### config.mk
export PLATFORM = sky130hd
export DESIGN_NAME = mac_sum_tree
export DESIGN_NICKNAME = d
export VERILOG_FILES = /design/src/rtl/mac_sum_pkg.sv /design/src/rtl/mac_add_stage.sv /design/src/rtl/mac_sum_tree.sv
export SDC_FILE = /design/constraint.sdc
export NUM_CORES = 1
export LEC_CHECK = 0
export BUFFER_PORTS_ARGS = -buffer_cell sky130_fd_sc_hd__buf_2
export CAP_MARGIN = 30
export CORE_ASPECT_RATIO = 0.6
export CORE_MARGIN = 2
export CORE_UTILIZATION = 51
export CTS_CLUSTER_SIZE = 10
export DETAILED_ROUTE_END_ITERATION = 12
export PLACE_DENSITY = 0.78
export SYNTH_ARGS = -nofsm -noshare
export SYNTH_HDL_FRONTEND = slang
export SYNTH_SLANG_ARGS = --single-unit
### constraint.sdc
create_clock -name iClk12M -period 2.2 [get_ports iClk12M]
set_input_delay 0.33 -clock iClk12M [delete_from_list [all_inputs] [get_ports iClk12M]]
set_output_delay 0.33 -clock iClk12M [all_outputs]
set_load 0.01 [all_outputs]
### src/rtl/mac_sum_pkg.sv
// Shared helpers for the MAC summing tree: level count, per-level widths and
// saturation limits (limits are used only when MAC_SUM_SAT_EN is defined).
package mac_sum_pkg;

    function automatic int clog2(input int n);
        int r;
        r = 0;
        for (int i = 0; i < 31; i++) begin
            if ((1 << r) < n) r++;
        end
        return r;
    endfunction

    // Each tree level adds one bit of growth, so level j carries IN_W+j bits.
    function automatic int lvl_w(input int in_w, input int j);
        return in_w + j;
    endfunction

    function automatic longint sat_max(input int out_w);
        return (longint'(1) <<< (out_w - 1)) - longint'(1);
    endfunction

    function automatic longint sat_min(input int out_w);
        return -(longint'(1) <<< (out_w - 1));
    endfunction

endpackage

### src/rtl/mac_add_stage.sv
// One registered adder-tree level: sums PAIRS adjacent signed pairs of IN_W
// bits into IN_W+1 bit results and carries the valid tag alongside.
module mac_add_stage #(
    parameter int PAIRS = 2,
    parameter int IN_W  = 16
) (
    input  logic                        i_clk,
    input  logic                        i_rst_n,
    input  logic                        i_vld,
    input  logic [2*PAIRS*IN_W-1:0]     i_data,
    output logic                        o_vld,
    output logic [PAIRS*(IN_W+1)-1:0]   o_data
);

    logic r_vld_p;

    always_ff @(posedge i_clk or negedge i_rst_n) begin
        if (!i_rst_n) r_vld_p <= 1'b0;
        else          r_vld_p <= i_vld;
    end

    assign o_vld = r_vld_p;

    for (genvar k = 0; k < PAIRS; k++) begin : g_pair
        logic signed [IN_W-1:0] w_a;
        logic signed [IN_W-1:0] w_b;
        logic signed [IN_W:0]   r_sum_p;

        assign w_a = i_data[2*k*IN_W +: IN_W];
        assign w_b = i_data[(2*k+1)*IN_W +: IN_W];

        always_ff @(posedge i_clk or negedge i_rst_n) begin
            if (!i_rst_n) r_sum_p <= '0;
            else          r_sum_p <= {w_a[IN_W-1], w_a} + {w_b[IN_W-1], w_b};
        end

        assign o_data[k*(IN_W+1) +: IN_W+1] = r_sum_p;
    end

endmodule

### src/rtl/mac_sum_tree.sv
// Registered adder tree over NUM_MAC signed MAC lanes, narrowing stage, hold
// register and 600 kHz sample output. MAC_SUM_SAT_EN selects clamp + oOvf.
module mac_sum_tree
    import mac_sum_pkg::*;
#(
    parameter int NUM_MAC = 4,
    parameter int IN_W    = 16,
    parameter int OUT_W   = 16
) (
    input  logic                      iClk12M,
    input  logic                      iRsn,
    input  logic                      iEnSample600k,
    input  logic                      iEnDelay,
    input  logic [NUM_MAC*IN_W-1:0]   iMac,
    input  logic                      iOvfClr,
    output logic [OUT_W-1:0]          oFirOut,
    output logic                      oFirValid,
    output logic                      oStale,
    output logic                      oOvf
);

    localparam int S = clog2(NUM_MAC);
    localparam int W = IN_W + S;

    for (genvar j = 0; j < S; j++) begin : g_lvl
        localparam int LW    = lvl_w(IN_W, j);
        localparam int PAIRS = NUM_MAC >> (j + 1);
        logic [PAIRS*(LW+1)-1:0] w_data;
        logic                    w_vld;

        if (j == 0) begin : g_first
            mac_add_stage #(.PAIRS(PAIRS), .IN_W(LW)) u_stage (
                .i_clk(iClk12M), .i_rst_n(iRsn),
                .i_vld(iEnDelay), .i_data(iMac),
                .o_vld(w_vld), .o_data(w_data)
            );
        end else begin : g_next
            mac_add_stage #(.PAIRS(PAIRS), .IN_W(LW)) u_stage (
                .i_clk(iClk12M), .i_rst_n(iRsn),
                .i_vld(g_lvl[j-1].w_vld), .i_data(g_lvl[j-1].w_data),
                .o_vld(w_vld), .o_data(w_data)
            );
        end
    end

    logic signed [W-1:0] w_sum;
    logic                w_sum_vld;
    assign w_sum     = g_lvl[S-1].w_data;
    assign w_sum_vld = g_lvl[S-1].w_vld;

`ifdef MAC_SUM_SAT_EN
    localparam logic signed [W-1:0] SAT_HI = W'(sat_max(OUT_W));
    localparam logic signed [W-1:0] SAT_LO = W'(sat_min(OUT_W));

    function automatic logic f_clip(input logic signed [W-1:0] x);
        return (x > SAT_HI) || (x < SAT_LO);
    endfunction

    function automatic logic signed [OUT_W-1:0] f_narrow(input logic signed [W-1:0] x);
        if (x > SAT_HI) return SAT_HI[OUT_W-1:0];
        if (x < SAT_LO) return SAT_LO[OUT_W-1:0];
        return x[OUT_W-1:0];
    endfunction
`else
    function automatic logic signed [OUT_W-1:0] f_narrow(input logic signed [W-1:0] x);
        return x[OUT_W-1:0];
    endfunction
`endif

    logic signed [OUT_W-1:0] r_narrow_p;
    logic                    r_vld_p;
    logic signed [OUT_W-1:0] r_hold;
    logic                    r_new;

    // Narrowing stage: last tree level -> OUT_W bits
    always_ff @(posedge iClk12M or negedge iRsn) begin
        if (!iRsn) begin
            r_narrow_p <= '0;
            r_vld_p    <= 1'b0;
        end else begin
            r_narrow_p <= f_narrow(w_sum);
            r_vld_p    <= w_sum_vld;
        end
    end

`ifdef MAC_SUM_SAT_EN
    always_ff @(posedge iClk12M or negedge iRsn) begin
        if (!iRsn)                          oOvf <= 1'b0;
        else if (w_sum_vld && f_clip(w_sum)) oOvf <= 1'b1;
        else if (iOvfClr)                   oOvf <= 1'b0;
    end
`else
    logic w_unused_ovfclr;
    assign w_unused_ovfclr = iOvfClr;
    assign oOvf = 1'b0;
`endif

    // Hold stage: a fresh sum always wins over the strobe clearing rNew,
    // while the strobe itself still sees the pre-update hold contents.
    always_ff @(posedge iClk12M or negedge iRsn) begin
        if (!iRsn) begin
            r_hold <= '0;
            r_new  <= 1'b0;
        end else if (r_vld_p) begin
            r_hold <= r_narrow_p;
            r_new  <= 1'b1;
        end else if (iEnSample600k) begin
            r_new  <= 1'b0;
        end
    end

    // Sample stage
    always_ff @(posedge iClk12M or negedge iRsn) begin
        if (!iRsn) begin
            oFirOut   <= '0;
            oFirValid <= 1'b0;
            oStale    <= 1'b0;
        end else begin
            oFirValid <= iEnSample600k && r_new;
            if (iEnSample600k) begin
                if (r_new) begin
                    oFirOut <= r_hold;
                    oStale  <= 1'b0;
                end else begin
                    oStale  <= 1'b1;
                end
            end
        end
    end

endmodule

After elaboration in Yosys (flattened, before gate mapping)

Index checks and enable logic that the tools add are counted.

Flip-flop bits (word level): 102
Output and inout bits: 19
Word-level logic and storage cells: 21

Add/sub/neg operators: 3
Mux-type cells: 3
Reductions and logical operators: 3

Operators with widths:

| cell                | number |
|---|---|
| $add A16 B16 Y16    | 3 |
| $mux W1             | 3 |
| $reduce_and A2 Y1   | 1 |
| $reduce_bool A2 Y1  | 1 |
| $logic_and A1 B1 Y1 | 1 |

Logic depth before layout (Yosys ltp)

Depth after elaboration: 2
Depth in mapped cells: 7
Mapped depth without buffers: 7

Hierarchy

Synthesis repeated with hierarchy kept, for this count alone.

Cell total of the unflattened synthesis: 464
Area, all modules: 5427.7 µm²

Modules (own cells, without submodules):

| module                                    | times used | cells each | area each (µm²) | sequential area each (µm²) |
|---|---|---|---|---|
| mac_add_stage at g_lvl[0].g_first.u_stage | 1          | 224        | 2288.4          | 875.8 |
| mac_sum_tree                              | 1          | 95         | 1774.2          | 1301.2 |
| mac_add_stage at g_lvl[1].g_next.u_stage  | 1          | 145        | 1365.1          | 475.5 |

Least setup slack after synthesis

Ideal clock, no wire load.

Path kind: reg2reg
From: register g_lvl[0].g_first.u_stage.g_pair[0].r_sum_p[0]
To: register g_lvl[1].g_next.u_stage.g_pair[0].r_sum_p[14]
Setup time: 0.130 ns
Data arrival time: 1.770 ns
Data required time: 2.070 ns
Setup slack: 0.300 ns
Stages on the path, launching flop included: 8
Path buffers: 0
Clock period less this slack: 1.900 ns
Cells stage by stage: dfrtp_1 > ha_1 > fa_1 > a21oi_1 > o21ai_0 > a41oi_1 > o211ai_1 > xor2_1

Cells in the longest elaborated chain, start to end: 1

RTL lines:

| item                   | line                | source |
|---|---|---|
| start, declared        | mac_add_stage.sv:27 | `logic signed [IN_W:0] r_sum_p;` |
| start signal, assigned | mac_add_stage.sv:34 | `else r_sum_p <= {w_a[IN_W-1], w_a} + {w_b[IN_W-1], w_b};` |
| $add A16 B16 Y16       | mac_add_stage.sv:34 |  |
| end signal, assigned   | mac_add_stage.sv:34 |  |
| end, declared          | mac_add_stage.sv:27 |  |

No other way between the ends.
A chain may end at the register's enable or synchronous reset.

Worst setup path in the final report

From: register g_lvl[0].g_first.u_stage.g_pair[0].r_sum_p[1]
To: register g_lvl[1].g_next.u_stage.g_pair[0].r_sum_p[11]

The elaborated chain is that of the path after synthesis.

==> flow_summary_export.csv <==
group,metric,value,unit
timing,rsz0062_at_grt,"no",
clock_tree,clk_pin_slew,60,ps
clock_tree,clk_latency,350,ps
power_and_ir_drop,p_int,4.36,mW
detailed_routing,drc,0,
synthesis,synth_edf_count,0,
detailed_routing,ant_nets,0,
place,place_congestion,0.921,
place,numPortBuffers,85,
global_routing,grt_pass1_vias,3479,
timing,fmax,0.491,GHz
floorplan,core-area,9910,um2
timing,relSlewSlack,53.7,%
synthesis,yosysUniqueCellTypes,53,
worst_hold_path,min_path_cells,1,
setup_path,crit_arrival,2250,ps
final_layout,syn_to_final_growth,16.7,%
synthesis,syn_area,5230,um2
detailed_routing,dr.first_iter.drc_count,201,
setup_path,required,2420,ps
power_and_ir_drop,ir_drop,459,uV
floorplan,dieArea,11100,um2
synthesis,yosysWarnings,0,
global_routing,grt_max_degree,73,
timing,fin_tns_setup,0,ps
clock_tree,cts.path.max_buffers,2,
timing,fin_skew,9.19,ps
setup_path,reg2reg_depth,6,
synthesis,ys_seq_area_share,48.8,%
worst_hold_path,min_path_type,"in2reg",
final_layout,layout_common_cells,"dfrtp_1 (102), buf_2 (84), ha_1 (45)",
place,dpl.hpwl,7.31,mm
floorplan,die-height,82.5,um
job,max-cap-violations,0,
clock_tree,cts.sinks,102,
detailed_routing,drt_wl_total,9.55,mm
floorplan,rows,28,
global_routing,antenna_found_initial,0,
floorplan,start_util,52.8,%
synthesis,synthesis.nets,558,
floorplan,ioPinCount,88,
power_and_ir_drop,switching_share,32.2,%
power_and_ir_drop,seqPwrFrac,44.6,%
synthesis,synth_ff_type,"dfrtp_1",
clock_tree,h-tree-depth,3,
power_and_ir_drop,p_sw,2.07,mW
clock_tree,cts_tree,"built",
final_layout,fin_area,6100,um2
synthesis,postSynthAreaPerCell,11.9,um2
detailed_routing,drtPass1Iterations,4,
setup_path,start_kind,"flip-flop",
setup_path,cp_max_fo,5,
power_and_ir_drop,comb_power_share,32.6,%
timing,period_minus_slack,2040,ps
synthesis,async_flop_share,100,%
timing,timing.final.hold_violations,0,
status,status,"completed",
timing,drv_slew,0,
place,dpl_cell_area,5800,um2
final_layout,drive_above_1_share,29.5,%
synthesis,ys_ff_latch,102,
detailed_routing,viasPerCell,5.39,
timing,hold_ws,93.8,ps
floorplan,die_x,135,um
detailed_routing,routedWlPerCell,14.3,um
final_layout,num_antenna_cells,0,
setup_path,critPathCaptureType,"flip-flop",
clock_tree,clockRootBuffer,"clkbuf_16",
clock_tree,cts_buffers,9,
power_and_ir_drop,clkPwrFrac,22.8,%
global_routing,overflow,0,
power_and_ir_drop,p_leak,2.87,nW
power_and_ir_drop,power_density,1050,nW/um2
timing,setup_violations,0,
synthesis,synth_cells,441,
detailed_routing,vias,3594,
final_layout,layout.cells.most_common,"dfrtp_1",
final_layout,fin_nets,644,
timing,worst_pin_slew,693,ps
final_layout,nFillCells,791,
global_routing,grt_pass1_wl,15.9,mm
global_routing,grt_usage,18.3,%
setup_path,crit_type,"reg2reg",
timing,finalCritPeriodShare,92.7,%
==> layer usage <==
layer | share of wire [%] | vias to the layer above | routed length [um] | GRT usage (%)
met1 | 48 | 1720 | 4630 | 24.7
li1 | - | 1759 | - | -
met2 | 45 | 103 | 4320 | 29.9
met5 | 0 | - | 0 | 0
met4 | 1.2 | 0 | 119 | 6.11
met3 | 5.0 | 12 | 481 | 3.79
==> cells in the mapped netlist (all sizes together) (8+ instances only) <==
library cell | instances | area share [%]
dfrtp | 102 | 49
ha | 45 | 11
a21oi | 37 | 3.8
mux2 | 32 | 6.9
nand2 | 30 | 2.2
xnor2 | 20 | 3.3
xor2 | 19 | 3.2
a21o | 18 | 2.6
o21ai | 16 | 1.5
nor2 | 14 | 1.0
inv | 11 | 0.79
clkbuf | 10 | 0.72
nand3 | 9 | 0.86
nor3 | 8 | 0.77
==> cells by family (layout without fill, tap and decap cells) <==
logic type / Yosys count / in the layout / synth area share (%)
compound gates: 112 / 112 / 16.1
buf+inv: 26 / 117 / 2.06
xor+xnor: 39 / 39 / 6.53
mux: 36 / 36 / 7.65
simple gates: 77 / 77 / 6.91
other cells: 1 / 1 / 0.0717
flops: 102 / 102 / 48.8
fa+ha+maj: 48 / 48 / 11.9
==> layout make-up <==
class,instances,area (um2),area share [%]
clock buffers,9,225,3.69
repair buffers,90,480,7.87
well taps,135,169,2.77
inverters,11,41.3,0.676
multi-input cells,313,2580,42.2
clock inverters,7,58.8,0.963
flip-flops and latches,102,2550,41.8
==> worst paths after layout <==
check	from	end	slack [ps]
worst max register to register	g_lvl[0].g_first.u_stage.g_pair[0].r_sum_p[1]	g_lvl[1].g_next.u_stage.o_data[11]	160
worst min register to register	g_lvl[1].g_next.u_stage.o_data[15]	r_narrow_p[15]	340
min in group asynchronous	iRsn	oStale	440
worst min-delay path	iEnDelay	g_lvl[0].g_first.u_stage.o_vld	90
max in group asynchronous	iRsn	g_lvl[0].g_first.u_stage.g_pair[1].r_sum_p[10]	1070
worst max-delay path	g_lvl[0].g_first.u_stage.g_pair[0].r_sum_p[1]	g_lvl[1].g_next.u_stage.o_data[11]	160
==> worst max-delay path: stages, from the launching register on <==
cell,delay [ps]
dfrtp_1,420
ha_1,350
a211oi_2,270
o31ai_4,100
a221oi_4,390
o221ai_1,200
xor2_1,170
==> power groups by stage <==
stage | clock network (mW) | registers, mW | logic, mW
final | 1.47 | 2.87 | 2.09
after global routing | 1.58 | 2.96 | 2.32
after CTS | 1.51 | 2.88 | 2.09
after detailed placement | 0 | 2.91 | 2.07
after global placement | 0 | 2.87 | 2.00
after floorplan | 0 | 2.88 | 1.45
==> repair_timing <==
item                                    4_1_cts  5_1_grt
hold buffers                                  1        0
endpoints found under the setup margin        0        2
hold endpoints to repair                     30        0
buffers inserted                              0        1
gates resized for setup                       0        2
==> sequential cells by signal (all words and copies together) (netlist names) <==
register / count
g_lvl.g_first.u_stage.g_pair.r_sum_p: 32
g_lvl.g_first.u_stage.o_vld: 1
g_lvl.g_next.u_stage.o_data: 16
g_lvl.g_next.u_stage.o_vld: 1
oFirOut: 16
oFirValid: 1
oStale: 1
r_hold: 16
r_narrow_p: 16
r_new: 1
r_vld_p: 1
==> stage by stage <==
step	utilization, %	cells	setup slack, ps	total power [mW]
after floorplan	-	441	300	4.33
after global placement	58.5	649	114	4.86
after detailed placement	58.5	649	48.4	4.97
after CTS	61.4	666	53.5	6.48
after global routing	61.6	667	36.7	6.87
final	61.6	667	162	6.43
(Power assumes the default switching activity.)
